$ cat src/rtl/chebyshev_pkg.sv
// Shared types and fixed-point constants for the Chebyshev recurrence block.
// Defaults correspond to WL=12, I_BITS=6 (Q6.6); modules derive their own
// fraction width from their parameters through frac_bits().
package chebyshev_pkg;

  localparam int WL_DEF     = 12;
  localparam int I_BITS_DEF = 6;
  localparam int ORD_W_DEF  = 4;

  localparam int F = WL_DEF - I_BITS_DEF;
  localparam logic [WL_DEF-1:0] ONE = WL_DEF'(1) << F;
  localparam int PROD_W = 2 * WL_DEF + 1;

  typedef enum logic [1:0] {
    IDLE,
    ITER,
    DONE
  } state_t;

  function automatic int frac_bits(input int wl, input int i_bits);
    return wl - i_bits;
  endfunction

endpackage

$ cat src/rtl/chebyshev_mac.sv
// Combinational recurrence step: y = wrap((2*a*b) >>> F) - c, wrapped to WL bits.
// ovf flags a shifted product or a difference that does not fit WL signed bits.
import chebyshev_pkg::*;

module chebyshev_mac #(
  parameter int WL     = WL_DEF,
  parameter int I_BITS = I_BITS_DEF
) (
  input  logic signed [WL-1:0] a,
  input  logic signed [WL-1:0] b,
  input  logic signed [WL-1:0] c,
  output logic signed [WL-1:0] y,
  output logic                 ovf
);

  localparam int FB = frac_bits(WL, I_BITS);
  localparam int PW = 2 * WL + 1;
  localparam int DW = WL + 1;

  logic signed [PW-1:0] a_ext;
  logic signed [PW-1:0] b_ext;
  logic signed [PW-1:0] prod;
  logic signed [PW-1:0] shifted;
  logic signed [WL-1:0] prod_w;
  logic signed [DW-1:0] diff;

  // Exact doubled product, floor shift, wrap, then wrapped subtraction.
  always_comb begin
    a_ext   = PW'(a);
    b_ext   = PW'(b);
    prod    = (a_ext * b_ext) <<< 1;
    shifted = prod >>> FB;
    prod_w  = shifted[WL-1:0];
    diff    = DW'(prod_w) - DW'(c);
    y       = diff[WL-1:0];
    ovf     = (shifted[PW-1:WL-1] != {(PW-WL+1){shifted[WL-1]}})
            | (diff[WL] ^ diff[WL-1]);
  end

endmodule

$ cat src/rtl/chebyshev_recurrence.sv
// Iterative Chebyshev T_n(x) evaluator, one recurrence step per clock.
// Optional macro CHEBYSHEV_OVF_EN adds a sticky ovf_out flag.
// No saturation here; range reduction is done downstream.
import chebyshev_pkg::*;

module chebyshev_recurrence #(
  parameter int WL     = 12,
  parameter int I_BITS = 6,
  parameter int ORD_W  = 4
) (
  input  logic             clk,
  input  logic             rst,
  input  logic             in_valid,
  output logic             in_ready,
  input  logic [WL-1:0]    x_in,
  input  logic [ORD_W-1:0] n_in,
  output logic             out_valid,
  input  logic             out_ready,
  output logic [WL-1:0]    t_out
`ifdef CHEBYSHEV_OVF_EN
  ,
  output logic             ovf_out
`endif
);

  localparam int FB = frac_bits(WL, I_BITS);
  localparam logic [WL-1:0] ONE_W = WL'(1) << FB;

  state_t           state;
  logic [WL-1:0]    x_r;
  logic [ORD_W-1:0] n_r;
  logic [ORD_W-1:0] k;
  logic [WL-1:0]    t_prev;
  logic [WL-1:0]    t_cur;
  logic [WL-1:0]    mac_y;

`ifdef CHEBYSHEV_OVF_EN
  logic mac_ovf;
  logic ovf_r;
  assign ovf_out = ovf_r;
`endif

  chebyshev_mac #(
    .WL     (WL),
    .I_BITS (I_BITS)
  ) u_mac (
    .a   (x_r),
    .b   (t_cur),
    .c   (t_prev),
    .y   (mac_y),
`ifdef CHEBYSHEV_OVF_EN
    .ovf (mac_ovf)
`else
    .ovf ()
`endif
  );

  // Control FSM with registered handshake outputs and recurrence datapath.
  always_ff @(posedge clk or posedge rst) begin
    if (rst) begin
      state     <= IDLE;
      in_ready  <= 1'b1;
      out_valid <= 1'b0;
      t_out     <= '0;
      t_prev    <= '0;
      t_cur     <= '0;
      k         <= '0;
      x_r       <= '0;
      n_r       <= '0;
`ifdef CHEBYSHEV_OVF_EN
      ovf_r     <= 1'b0;
`endif
    end else begin
      case (state)
        IDLE: begin
          if (in_valid && in_ready) begin
            x_r      <= x_in;
            n_r      <= n_in;
            t_prev   <= ONE_W;
            t_cur    <= x_in;
            k        <= ORD_W'(1);
            in_ready <= 1'b0;
            state    <= ITER;
`ifdef CHEBYSHEV_OVF_EN
            ovf_r    <= 1'b0;
`endif
          end
        end
        ITER: begin
          if (k >= n_r) begin
            // n=0 never iterates, so its result must be forced to ONE.
            t_out     <= (n_r == '0) ? ONE_W : t_cur;
            out_valid <= 1'b1;
            state     <= DONE;
          end else begin
            t_prev <= t_cur;
            t_cur  <= mac_y;
            k      <= k + ORD_W'(1);
`ifdef CHEBYSHEV_OVF_EN
            ovf_r  <= ovf_r | mac_ovf;
`endif
          end
        end
        DONE: begin
          if (out_ready) begin
            out_valid <= 1'b0;
            in_ready  <= 1'b1;
            state     <= IDLE;
          end
        end
        default: begin
          state     <= IDLE;
          in_ready  <= 1'b1;
          out_valid <= 1'b0;
        end
      endcase
    end
  end

endmodule

$ cat config.mk
export PLATFORM = sky130hd
export DESIGN_NAME = chebyshev_recurrence
export DESIGN_NICKNAME = d
export VERILOG_FILES = /design/src/rtl/chebyshev_pkg.sv /design/src/rtl/chebyshev_mac.sv /design/src/rtl/chebyshev_recurrence.sv
export SDC_FILE = /design/constraint.sdc
export NUM_CORES = 1
export LEC_CHECK = 0
export BUFFER_PORTS_ARGS = -buffer_cell sky130_fd_sc_hd__buf_2
export CAP_MARGIN = 25
export CORE_MARGIN = 3
export CORE_UTILIZATION = 57
export DETAILED_ROUTE_END_ITERATION = 16
export PLACE_DENSITY_LB_ADDON = 0.15
export SETUP_SLACK_MARGIN = 0.3
export SLEW_MARGIN = 0
export SYNTH_ARGS = -nofsm -noshare
export SYNTH_HDL_FRONTEND = slang
export SYNTH_HIERARCHICAL = 1
export SYNTH_SLANG_ARGS = --single-unit
export TNS_END_PERCENT = 100
$ cat constraint.sdc
create_clock -name clk -period 6.3 [get_ports clk]
set_input_delay 1.26 -clock clk [delete_from_list [all_inputs] [get_ports clk]]
set_output_delay 1.26 -clock clk [all_outputs]
set_load 0.02 [all_outputs]
### After elaboration in Yosys (flattened, before gate mapping)

Index checks and enable logic that the tools add are counted.
W data, S select, Z words.

* latch bits: 0
* output and inout port bits: 14
* memory bits (writable): 0
* ROM bits: 0
* memories: 0
* register bits after elaboration: 60
* logic and storage cells: 51

* shift operators: 0
* $lt $le $gt $ge: 1
* multiply operators: 1
* div/mod/pow operators: 0
* add/sub/neg operators: 2
* equality and inequality tests: 6
* bitwise operators: 2
* muxes and demuxes: 20
* reductions and logical operators: 10

Operator list (count)
* $mux W12: 5
* $pmux W12 S2: 2
* $mul A12 B12 Y17: 1
* $reduce_and A3 Y1: 4
* $sub A12 B12 Y12: 1
* $mux W4: 2
* $ne A2 B2 Y1 const B: 4
* $pmux W4 S2: 1
* $mux W2: 3
* $pmux W1 S3: 2
* $pmux W2 S3: 1
* $add A4 B1 Y4 const B: 1
* $ge A4 B4 Y1: 1
* $logic_not A4 Y1: 1
* $mux W1: 4
* $reduce_and A2 Y1: 2
* $eq A2 B1 Y1 const B: 1
* $eq A2 B2 Y1 const B: 1
* $logic_not A2 Y1: 1
* $not A1 Y1: 2
* $reduce_bool A2 Y1: 1
* $logic_and A1 B1 Y1: 1

### Logic depth before layout (Yosys ltp)

* word-level depth: 4
* depth in mapped cells: 27

### Cells and area by module

The synthesis kept the hierarchy.

By module, submodules not included
* chebyshev_mac: cells an instance 730, area an instance 6219.7 um^2, times used 1
* chebyshev_recurrence: cells an instance 205, area an instance 2572.5 um^2, times used 1

### Worst setup path after synthesis

Ideal clock, no wire load.

* path type: reg-to-reg
* start point: register t_cur[3]
* end point: register t_cur[10]
* data required time: 6.175 ns
* cell stages (with the launch flop): 24
* setup time: 0.125 ns
* data arrival time: 6.042 ns
* setup slack: 0.133 ns
* cells stage by stage: dfrtp_1 clkbuf_1 nand2_1 fa_1 fa_1 fa_1 inv_1 fa_1 inv_1 fa_1 inv_1 ha_1 and3_1 a2111oi_4 xnor2_1 ha_1 o21ai_0 o21bai_1 a211oi_1 nor2_1 a21oi_1 xnor2_1 mux2_2 mux2_2

* word-level cells in the longest chain between the ends: 4

RTL lines
* from (decl): RTL line chebyshev_recurrence.sv:34 `logic [WL-1:0] t_cur;`
* from (signal assigned): RTL line chebyshev_recurrence.sv:80 `t_cur <= x_in;`
* from (signal assigned): RTL line chebyshev_recurrence.sv:97 `t_cur <= mac_y;`
* $mul A12 B12 Y17: RTL line chebyshev_mac.sv:31 `prod = (a_ext * b_ext) <<< 1;`
* $sub A12 B12 Y12: RTL line chebyshev_mac.sv:34 `diff = DW'(prod_w) - DW'(c);`
* named net mac_y[10]: RTL line chebyshev_recurrence.sv:35 `logic [WL-1:0] mac_y;`
* $mux W12: RTL line chebyshev_recurrence.sv:90 `if (k >= n_r) begin`
* $pmux W12 S2: RTL line chebyshev_recurrence.sv:74 `case (state)`

The timed path passes the listed nets, and every way through them passes these cells. The select of a mux whose other input is x is not followed.
A chain may end at the register's enable or synchronous reset.

### Worst setup path in the final report

* start point: register x_r[8]
* end point: register t_cur[11]

* word-level cells in the longest chain between the ends: 4

RTL lines
* from (decl): RTL line chebyshev_recurrence.sv:30 `logic [WL-1:0] x_r;`
* from (signal assigned): RTL line chebyshev_recurrence.sv:77 `x_r <= x_in;`
* $mul A12 B12 Y17: RTL line chebyshev_mac.sv:31
* $sub A12 B12 Y12: RTL line chebyshev_mac.sv:34
* named net mac_y[11]: RTL line chebyshev_recurrence.sv:35
* $mux W12: RTL line chebyshev_recurrence.sv:90
* $pmux W12 S2: RTL line chebyshev_recurrence.sv:74

The timed path passes the listed nets, and every way through them passes these cells. The select of a mux whose other input is x is not followed.

==> key figures <==
Run status
  • Status: finished, final reports clean

Placement
  • Placed Area: 0.00752 mm^2
  • PortBufs: 33
  • HPWL Detailed: about 13 mm
  • Worst slack, placed: -0.0797 ns
  • Gpl congestion: 0.930

Clocking
  • CTS tree: built
  • H-tree Lvls: 3
  • Root buf cell: clkbuf_16
  • Reg clk slew, reported paths: approximately 0.050 ns
  • CTS Buffer Depth: 2
  • Clk_lat worst skew: around 0.32 ns
  • TritonCTS Buffers: 9
  • CTS Sinks: 60
  • Count of hold-fix buffers inserted at cts: 0

Routing
  • DR WL/cell: around 18 um
  • DRC errors left: 0
  • DRT Pass-1 Iters: 5
  • Antenna viol nets, final: 0
  • Vias per std cell: about 5.4
  • Initial DRC count: about 280
  • Via count: 5,267
  • WL final: about 17 mm

Critical path
  • Critical path endpoint category: flop
  • Reg-to-reg startpoint: x_r[8]
  • Crit-path slowest cell: fa_1
  • Worst path required time: about 6.5 ns
  • Reg2Reg Setup Slack: between 0.2 and 0.3 ns
  • WS Path Type: flop to flop
  • CP Launch Type: flop
  • CP max stage delay: 0.53 ns
  • Worst-path fanout max: 7
  • Reg2reg path depth: 25
  • Worst R2R End: t_cur[11]
  • Worst path arrival time: about 6.2 ns

Die
  • Die Y: 117 um
  • Die ar.: 0.0138 mm^2
  • Die width: 117 um
  • # IOs: 34
  • Core ar.: approximately 0.012 mm^2
  • Starting density of the core: 0.587
  • Num rows: 40

GRT
  • Tot GR Track Use: 0.259
  • Congestion Overflow GR: 0
  • Initial antenna violation count: 0
  • First-pass GRT wire length: approximately 29 mm
  • Vias in the first global route: 5,806
  • Largest net degree at the start of global routing: 61

STA
  • Post-route minimum period: around 6 ns
  • RSZ-0062 raised after global routing: yes
  • Max Slew Vio Count: 0
  • Hold Fails Final Rpt: 0
  • Fin Hold WS: ~0.50 ns
  • Final worst path period share: 0.957
  • Clk_skew: 0.00658 ns
  • Slew headroom: 0.378
  • Final setup viols: 0
  • Pin slew with the least headroom to its limit: 0.929 ns
  • Fmax: ~170 MHz
  • Setup ws final: ~0.27 ns

Yosys
  • Mapped cell area: ~0.0071 mm^2
  • Gate Count Post-Synth: between 700 and 800
  • Net Count, Synth: approximately 920
  • Synth warn: 6
  • Syn_area_per_cell: 9.52 um^2

Worst hold path
  • Hold path startpoint: t_prev[2]
  • Hold Path Stages: 1
  • Hold Path Sink: t_prev[2]
  • Min-Delay Path Class: flop to flop

Cells and area
  • Antenna cells: 0
  • Share of layout cells above drive strength 1: 0.247
  • Final nets: 980
  • Design Area, Final: between 0.008 and 0.009 mm^2
  • Synth-to-Final Area Change: 17.6%

Run
  • Max-cap violations: 0
worst max path at each step:
stage | startpoint | to | depth (start not counted)
final | x_r[8] | t_cur[11] | 25
after global routing | x_r[7] | t_cur[11] | 25
after CTS | t_cur[1] | t_cur[11] | 25
after detailed placement | t_cur[3] | t_cur[10] | 22
after global placement | t_cur[3] | t_cur[10] | 22
after floorplan | t_cur[3] | t_cur[11] | 23
registers in the layout, indices dropped and copies added, names as in the netlist:
| name | cells |
|---|---|
| x_r | 12 |
| t_cur | 12 |
| t_out | 12 |
| k | 4 |
| state | 2 |
| t_prev | 12 |
| out_valid | 1 |
| in_ready | 1 |
| n_r | 4 |
per-stage QoR:
| stage | instances | TNS, ns | utilization |
|---|---|---|---|
| 3_3_place_gp | 937 | 0 | 0.623 |
| 4_1_cts | 974 | 0 | 0.679 |
| 3_5_place_dp | 937 | -0.125 | 0.623 |
| 6_report | 977 | 0 | 0.690 |
| 5_1_grt | 977 | 0 | 0.690 |
| 2_1_floorplan | 743 | 0 | - |
cell usage in the layout, fill, tap and decap left out, types with 3 or more instances in the layout:
master / n
inv_1: 148
fa_1: 92
nand2_1: 80
and2_1: 53
ha_1: 47
buf_4: 46
dfrtp_1: 44
buf_2: 33
o21ai_0: 31
mux2_2: 28
nor2_1: 23
dfrtp_2: 15
a21oi_1: 13
a22o_1: 12
xnor2_1: 10
ha_4: 10
clkbuf_16: 9
o21a_1: 8
mux2_4: 7
buf_6: 7
a21oi_2: 5
fa_2: 5
nor3_1: 4
and2_4: 4
a21o_1: 4
and3_1: 4
nor2b_1: 3
inv_2: 3
nand3_1: 3
clkbuf_1: 3
nand2b_1: 3
critical path, delay by kind of cell (launching register included):
kind,cells,cell delay (ns)
adders and majority gates,7,2.82
AOI/OAI and AO/OA,5,1.00
and+or+nand+nor,5,0.68
muxes,2,0.51
DFF,1,0.47
xor gates and xnor gates,2,0.23
buffers and inverters,4,0.22
repair_timing:
action	CTS	global route
buffers inserted	21	3
cloned	0	0
gates resized for setup	52	19
pin swaps	14	17
endpoints found under the setup margin	5	4
cell type report:
type                       instances  area [um^2]
tap                              168          210
multi-input combinational        494         5110
fill                             922         3740
timing repair buffer              87          609
inverter                         152          571
clock inverter                     2         35.0
clock buffer                      14          264
sequential                        60         1520
routing by layer:
layer  vias to the layer above  global-route usage  routed length (um)
met1                      2654               0.358                7580
met3                        28              0.0260                 863
met2                       162               0.438                8410
li1                       2423                   -                   -
met5                         -                   0                   0
met4                         0              0.0784                 329
Power is left out: the tool's default activity adds up to more than one toggle a clock period on the data nets, which glitch-free logic cannot reach.
